`src/rtl/round_sequencer_if.sv`:
```
// Player-side and display-side signals of the round sequencer.
// The slave modport is the sequencer's view; the master modport is the surrounding system's view.
interface round_sequencer_if;
   logic       tick;
   logic       start;
   logic [3:0] sw;
   logic [3:0] pattern;
   logic [7:0] score;
   logic [3:0] time_left;
   logic       round_res;
   logic       round_done;
   logic       game_active;
   logic       game_over;

   modport slave (
      input  tick, start, sw,
      output pattern, score, time_left, round_res, round_done, game_active, game_over
   );

   modport master (
      output tick, start, sw,
      input  pattern, score, time_left, round_res, round_done, game_active, game_over
   );
endinterface

```
`src/rtl/round_sequencer.sv`:
```
// Finger-pattern game controller: round countdown, pattern generation, judging, score, game over.
// Optional EARLY_MATCH_EN: judge as soon as the synchronized switches match the pattern.
module round_sequencer #(
   parameter int         ROUND_TICKS   = 10,
   parameter int         MIN_TICKS     = 3,
   parameter int         SPEEDUP_EVERY = 4,
   parameter int         MAX_SCORE     = 99,
   parameter logic [7:0] LFSR_SEED     = 8'hA5
) (
   input logic               clk,
   input logic               rst_n,
   round_sequencer_if.slave  bus
);

   localparam logic [3:0] RT  = 4'(ROUND_TICKS);
   localparam logic [3:0] MT  = 4'(MIN_TICKS);
   localparam logic [3:0] SE  = 4'(SPEEDUP_EVERY);
   localparam logic [7:0] MXS = 8'(MAX_SCORE);

   typedef enum logic [2:0] {IDLE, ARM, PLAY, JUDGE, OVER} state_t;

   state_t          state, state_nx;
   logic [7:0]      lfsr;
   logic [1:0][3:0] sw_sync;
   logic [3:0]      sw_s;
   logic            start_q;
   logic            start_rise;

   logic [3:0] pattern_q, pattern_nx;
   logic [7:0] score_q, score_nx;
   logic [3:0] time_q, time_nx;
   logic       res_q, res_nx;
   logic       done_q, done_nx;
   logic       active_q, active_nx;
   logic       over_q, over_nx;
   logic [3:0] streak, streak_nx;
   logic [3:0] round_len, len_nx;
   logic [3:0] judge_in, judge_nx;
   logic       hit;

   assign sw_s       = sw_sync[1];
   assign start_rise = bus.start & ~start_q;
   assign hit        = (judge_in == pattern_q);

   // Never zero and never a repeat of the previous pattern.
   function automatic logic [3:0] next_pat(input logic [3:0] rnd, input logic [3:0] cur);
      logic [3:0] c;
      c = (rnd == 4'h0) ? 4'h1 : rnd;
      if (c == cur)
         c = (cur == 4'hF) ? 4'h1 : cur + 4'h1;
      return c;
   endfunction

   always_ff @(posedge clk) begin
      if (!rst_n) begin
         state     <= IDLE;
         lfsr      <= LFSR_SEED;
         sw_sync   <= '0;
         start_q   <= 1'b0;
         pattern_q <= '0;
         score_q   <= '0;
         time_q    <= '0;
         res_q     <= 1'b0;
         done_q    <= 1'b0;
         active_q  <= 1'b0;
         over_q    <= 1'b0;
         streak    <= '0;
         round_len <= RT;
         judge_in  <= '0;
      end else begin
         state     <= state_nx;
         // Galois form of x^8+x^6+x^5+x^4+1, shifting right.
         lfsr      <= {1'b0, lfsr[7:1]} ^ (lfsr[0] ? 8'hB8 : 8'h00);
         sw_sync   <= {sw_sync[0], bus.sw};
         start_q   <= bus.start;
         pattern_q <= pattern_nx;
         score_q   <= score_nx;
         time_q    <= time_nx;
         res_q     <= res_nx;
         done_q    <= done_nx;
         active_q  <= active_nx;
         over_q    <= over_nx;
         streak    <= streak_nx;
         round_len <= len_nx;
         judge_in  <= judge_nx;
      end
   end

   always_comb begin
      state_nx   = state;
      pattern_nx = pattern_q;
      score_nx   = score_q;
      time_nx    = time_q;
      res_nx     = res_q;
      done_nx    = 1'b0;
      streak_nx  = streak;
      len_nx     = round_len;
      judge_nx   = judge_in;

      case (state)
         IDLE: begin
            if (start_rise)
               state_nx = ARM;
         end
         ARM: begin
            score_nx   = '0;
            streak_nx  = '0;
            len_nx     = RT;
            pattern_nx = next_pat(lfsr[3:0], pattern_q);
            time_nx    = RT;
            res_nx     = 1'b0;
            state_nx   = PLAY;
         end
         PLAY: begin
`ifdef EARLY_MATCH_EN
            if (sw_s == pattern_q) begin
               judge_nx = sw_s;
               state_nx = JUDGE;
            end else
`endif
            if (bus.tick) begin
               if (time_q == 4'd1) begin
                  judge_nx = sw_s;
                  state_nx = JUDGE;
               end else begin
                  time_nx = time_q - 4'd1;
               end
            end
         end
         JUDGE: begin
            done_nx = 1'b1;
            res_nx  = hit;
            if (hit) begin
               if (score_q < MXS)
                  score_nx = score_q + 8'd1;
               if (streak + 4'd1 == SE) begin
                  streak_nx = '0;
                  if (round_len > MT)
                     len_nx = round_len - 4'd1;
               end else begin
                  streak_nx = streak + 4'd1;
               end
               pattern_nx = next_pat(lfsr[3:0], pattern_q);
               time_nx    = len_nx;
               state_nx   = PLAY;
            end else begin
               time_nx  = '0;
               state_nx = OVER;
            end
         end
         OVER: begin
            if (start_rise)
               state_nx = ARM;
         end
         default: state_nx = IDLE;
      endcase

      active_nx = (state_nx == PLAY) || (state_nx == JUDGE);
      over_nx   = (state_nx == OVER);
   end

   assign bus.pattern     = pattern_q;
   assign bus.score       = score_q;
   assign bus.time_left   = time_q;
   assign bus.round_res   = res_q;
   assign bus.round_done  = done_q;
   assign bus.game_active = active_q;
   assign bus.game_over   = over_q;

endmodule
```
`src/flat_wrapper.sv`:
```
// flat-port wrapper written by rule: the top's interface ports become plain ports
module round_sequencer_flat 
#(
   parameter int         ROUND_TICKS   = 10,
   parameter int         MIN_TICKS     = 3,
   parameter int         SPEEDUP_EVERY = 4,
   parameter int         MAX_SCORE     = 99,
   parameter logic [7:0] LFSR_SEED     = 8'hA5
)
  (clk, rst_n, bus_tick, bus_start, bus_sw, bus_pattern, bus_score, bus_time_left, bus_round_res, bus_round_done, bus_game_active, bus_game_over);
  round_sequencer_if bus_i ();
  input logic clk;
  input logic rst_n;
  input wire logic [$bits(bus_i.tick)-1:0] bus_tick;
  input wire logic [$bits(bus_i.start)-1:0] bus_start;
  input wire logic [$bits(bus_i.sw)-1:0] bus_sw;
  output wire logic [$bits(bus_i.pattern)-1:0] bus_pattern;
  output wire logic [$bits(bus_i.score)-1:0] bus_score;
  output wire logic [$bits(bus_i.time_left)-1:0] bus_time_left;
  output wire logic [$bits(bus_i.round_res)-1:0] bus_round_res;
  output wire logic [$bits(bus_i.round_done)-1:0] bus_round_done;
  output wire logic [$bits(bus_i.game_active)-1:0] bus_game_active;
  output wire logic [$bits(bus_i.game_over)-1:0] bus_game_over;
  assign bus_i.tick = bus_tick;
  assign bus_i.start = bus_start;
  assign bus_i.sw = bus_sw;
  assign bus_pattern = bus_i.pattern;
  assign bus_score = bus_i.score;
  assign bus_time_left = bus_i.time_left;
  assign bus_round_res = bus_i.round_res;
  assign bus_round_done = bus_i.round_done;
  assign bus_game_active = bus_i.game_active;
  assign bus_game_over = bus_i.game_over;
  round_sequencer #(.ROUND_TICKS(ROUND_TICKS), .MIN_TICKS(MIN_TICKS), .SPEEDUP_EVERY(SPEEDUP_EVERY), .MAX_SCORE(MAX_SCORE), .LFSR_SEED(LFSR_SEED)) u_core (.clk(clk), .rst_n(rst_n), .bus(bus_i));
endmodule
```
`config.mk`:
```
export PLATFORM = sky130hd
export DESIGN_NAME = round_sequencer_flat
export DESIGN_NICKNAME = d
export VERILOG_FILES = /design/src/rtl/round_sequencer_if.sv /design/src/rtl/round_sequencer.sv /design/src/flat_wrapper.sv
export SDC_FILE = /design/constraint.sdc
export NUM_CORES = 1
export LEC_CHECK = 0
export CORE_ASPECT_RATIO = 0.9
export CORE_UTILIZATION = 51
export DETAILED_ROUTE_END_ITERATION = 10
export GPL_ROUTABILITY_DRIVEN = 0
export PLACE_DENSITY_LB_ADDON = 0.3
export SKIP_LAST_GASP = 1
export SLEW_MARGIN = 20
export SYNTH_ARGS = -nofsm -noshare
export SYNTH_HDL_FRONTEND = slang
export SYNTH_SLANG_ARGS = --single-unit
```
`constraint.sdc`:
```
create_clock -name clk -period 4.4 [get_ports clk]
set_input_delay 0.88 -clock clk [delete_from_list [all_inputs] [get_ports clk]]
set_output_delay 0.88 -clock clk [all_outputs]
set_load 0.02 [all_outputs]
```
==> results.sh <==
export IMPL_post_route_period_util=0.619
export IMPL_antenna_found_initial=0
export IMPL_detail_route_wirelength_mm=4.26
export IMPL_vias_per_std_cell=5.57
export IMPL_path_class="in2reg"
export IMPL_cts_hold_bufs=0
export IMPL_cts_max_level=2
export IMPL_period_minus_slack_ns=2.72
export IMPL_cts_tree="yes"
export IMPL_grt_start_max_net_pins=30
export IMPL_row_count=22
export IMPL_cts_setup_buffers=0
export IMPL_drt_pre_antenna_iters=4
export IMPL_netlist_area_sq_um=2280
export IMPL_slowest_stage="sky130_fd_sc_hd__clkinv_1"
export IMPL_drive_above_1_share=0.0399
export IMPL_top_level_ports=28
export IMPL_worst_skew_late_latency_ns=0.31
export IMPL_postLayoutSetupSlackWorst_ns=1.68
export IMPL_hold_path_class="reg2reg"
export IMPL_clockRootBuffer="sky130_fd_sc_hd__clkbuf_8"
export IMPL_track_usage=0.201
export IMPL_dr_first_iter_drc_count=181
export IMPL_area_growth_syn_to_layout_pct=17.9
export IMPL_post_cts_resized=0
export IMPL_worstPathRequired_ns=4.65
export IMPL_synth_lib_cells_used_distinct=47
export IMPL_synth_net_count=264
export IMPL_fmaxAchievable_mhz=367
export IMPL_core_area_sq_um=4180
export IMPL_cp_top_family="buffers and inverters"
export IMPL_layout_nets=289
export IMPL_instances_no_fill=336
export IMPL_mostFrequentLayoutCell="sky130_fd_sc_hd__dfxtp_1"
export IMPL_dpl_worst_slack_ns=1.34
export IMPL_endpoint_class_of_the_critical_path="register"
export IMPL_cts_buffers=5
export IMPL_clock_sinks=52
export IMPL_initial_standard_cell_utilization_of_the_core=0.546
export IMPL_grt_first_pass_wirelength_mm=7.26
export IMPL_synth_warnings=0
export IMPL_outcome="completed"
export IMPL_worstPathMaxFanout=29
export IMPL_cp_slowest_stage_delay_ns=0.65
export IMPL_grt_pass1_vias=1610
export IMPL_path_clk_slew_ns=0.10
export IMPL_route_antenna_remaining_nets=0
export IMPL_worst_setup_path_start_kind="primary input"
export IMPL_grt_setup_unrepaired="no"
export IMPL_p_per_area_nw_per_um2=339
export IMPL_cp_num_buf_inv=3
export IMPL_worst_ir_drop_vdd_v=0.000254
export IMPL_dieWidth_um=72.5
export IMPL_post_synth_inst_count=250
export IMPL_num_antenna_cells=0
export IMPL_avgRoutedWirePerCell_um=12.7
export IMPL_final_setup_viol_count=0
export IMPL_timing_critical_path_arrival_ns=2.98
export IMPL_report_final_hold_viol_count=0
export IMPL_grt_remaining_overflow=0
export IMPL_die_h_um=65.5
export IMPL_total_neg_setup_slack_ns=0
export IMPL_clock_path_buffers=2
export IMPL_hpwl_mm=2.93
export IMPL_max_slew_worst_pin_slew_ns=0.725
export IMPL_leakage_nw=1.01
export IMPL_total_number_of_vias=1873
export IMPL_place_inst=328
export IMPL_postSynthAreaPerCell_sq_um=9.13
export IMPL_cap_viol_max_count=0
export IMPL_port_buffers=27
export IMPL_yosysSeqAreaShare=0.456
export IMPL_detail_route_drc_violations=0
export IMPL_slew_headroom=0.514
export IMPL_path_cells="clkdlybuf4s50_1 -> buf_4 -> clkinv_1 -> nor2_1 -> nand2_1 -> mux2i_1"
export IMPL_floorplan_die_area_sq_um=4750
export IMPL_final_setup_skew_ns=0.00463
export IMPL_ys_ff_latch=52
export IMPL_timing_final_max_slew_violations=0
export IMPL_most_common_layout_cells="sky130_fd_sc_hd__dfxtp_1, sky130_fd_sc_hd__clkdlybuf4s50_1, sky130_fd_sc_hd__nor2_1"
## cell usage after synthesis, drive strengths merged
| master | count | share of area |
|---|---|---|
| nand2b | 8 | 0.022 |
| a31o | 2 | 0.0077 |
| nand3 | 9 | 0.020 |
| clkbuf | 9 | 0.015 |
| a311o | 1 | 0.0044 |
| nor3b | 1 | 0.0033 |
| or3b | 1 | 0.0038 |
| a21oi | 13 | 0.028 |
| and4bb | 1 | 0.0055 |
| o22ai | 4 | 0.017 |
| a22oi | 1 | 0.0033 |
| a211oi | 2 | 0.0066 |
| and2b | 1 | 0.0033 |
| a31oi | 7 | 0.019 |
| nand2 | 13 | 0.021 |
| a21boi | 1 | 0.0033 |
| nor2 | 25 | 0.041 |
| nor3 | 7 | 0.015 |
| nand4 | 5 | 0.020 |
| clkinv | 1 | 0.0016 |
| and2 | 12 | 0.033 |
| nand4b | 1 | 0.0038 |
| buf | 1 | 0.0022 |
| a2bb2oi | 1 | 0.0038 |
| xnor2 | 13 | 0.050 |
| a21o | 1 | 0.0033 |
| or3 | 3 | 0.0082 |
| a311oi | 1 | 0.0038 |
| nor4 | 3 | 0.0082 |
| o221ai | 1 | 0.0038 |
| nor2b | 2 | 0.0055 |
| ha | 6 | 0.033 |
| inv | 8 | 0.013 |
| dfxtp | 52 | 0.46 |
| o32ai | 1 | 0.0038 |
| o31a | 1 | 0.0038 |
| o32a | 1 | 0.0044 |
| or4 | 1 | 0.0033 |
| mux2i | 12 | 0.053 |
| or2 | 1 | 0.0027 |
| and3 | 3 | 0.0082 |
| o31ai | 1 | 0.0033 |
| o21a | 2 | 0.0066 |
| o21ai | 10 | 0.022 |
## registers in the layout, summed over array words and instances, names as in the netlist, 3 cells and up
register	flops
u_core.bus.score	8
u_core.lfsr	8
u_core.sw_sync	4
u_core.streak	4
u_core.judge_in	4
u_core.sw_s	4
u_core.bus.pattern	4
u_core.round_len	4
u_core.bus.time_left	4
u_core.state	3
## final timing paths
check                            from  slack, ns                  end  cells after the start
setup reg to reg  u_core.bus.score[0]       2.31  u_core.bus.score[2]                      6
hold reg to reg     u_core.sw_sync[0]       0.44       u_core.sw_s[0]                      1
setup / recovery                rst_n       1.68  u_core.bus.score[3]                      6
hold / removal      u_core.sw_sync[0]       0.44       u_core.sw_s[0]                      1
## area by class of cell
type / count / area [sq um]
tap: 60 / 75.1
fill: 359 / 1490
multi-input combinational: 179 / 1170
timing repair buffer: 28 / 278
clock inverter: 3 / 26.3
clock buffer: 5 / 68.8
inverter: 9 / 33.8
sequential: 52 / 1040
## where the power goes
group          internal [mW]  switching [mW]
Combinational         0.0540          0.0620
Sequential             0.489          0.0208
Clock                  0.117           0.169
## metal layers
metal  wire (um)  track usage  vias up
met5           0            0        -
met4          76       0.0956        0
met3         246       0.0521        8
met2        1870        0.303       65
met1        2070        0.269      867
li1            -            -      933
## cell families (layout without fill, tap and decap cells)
kind of cell	after synthesis	after routing	synth area share
AO/OA/AOI/OAI	51	51	0.148
XOR/XNOR	13	13	0.0499
adder cells (fa/ha/maj)	6	6	0.0329
buffers and inverters	19	45	0.0318
flip-flops	52	52	0.456
multiplexers	12	12	0.0526
AND/OR/NAND/NOR	97	97	0.228
## worst reg2reg max path: stages, from the launching register on
cell	delay, ns
sky130_fd_sc_hd__dfxtp_1	0.37
sky130_fd_sc_hd__ha_1	0.26
sky130_fd_sc_hd__or4_1	0.40
sky130_fd_sc_hd__a311o_1	0.39
sky130_fd_sc_hd__o22ai_4	0.24
sky130_fd_sc_hd__o21ai_1	0.11
sky130_fd_sc_hd__a31o_1	0.22
## stage by stage
step | utilization | power, mW | instance area [sq um] | hold WS (ns)
after detailed placement | 0.621 | 0.636 | 2600 | 0.421
after global routing | 0.644 | 0.954 | 2690 | 0.462
after floorplan | - | 0.599 | 2280 | 0.412
final | 0.644 | 0.912 | 2690 | 0.443
after CTS | 0.644 | 0.918 | 2690 | 0.445
after global placement | 0.621 | 0.633 | 2600 | 0.414
(Power assumes the default switching activity.)
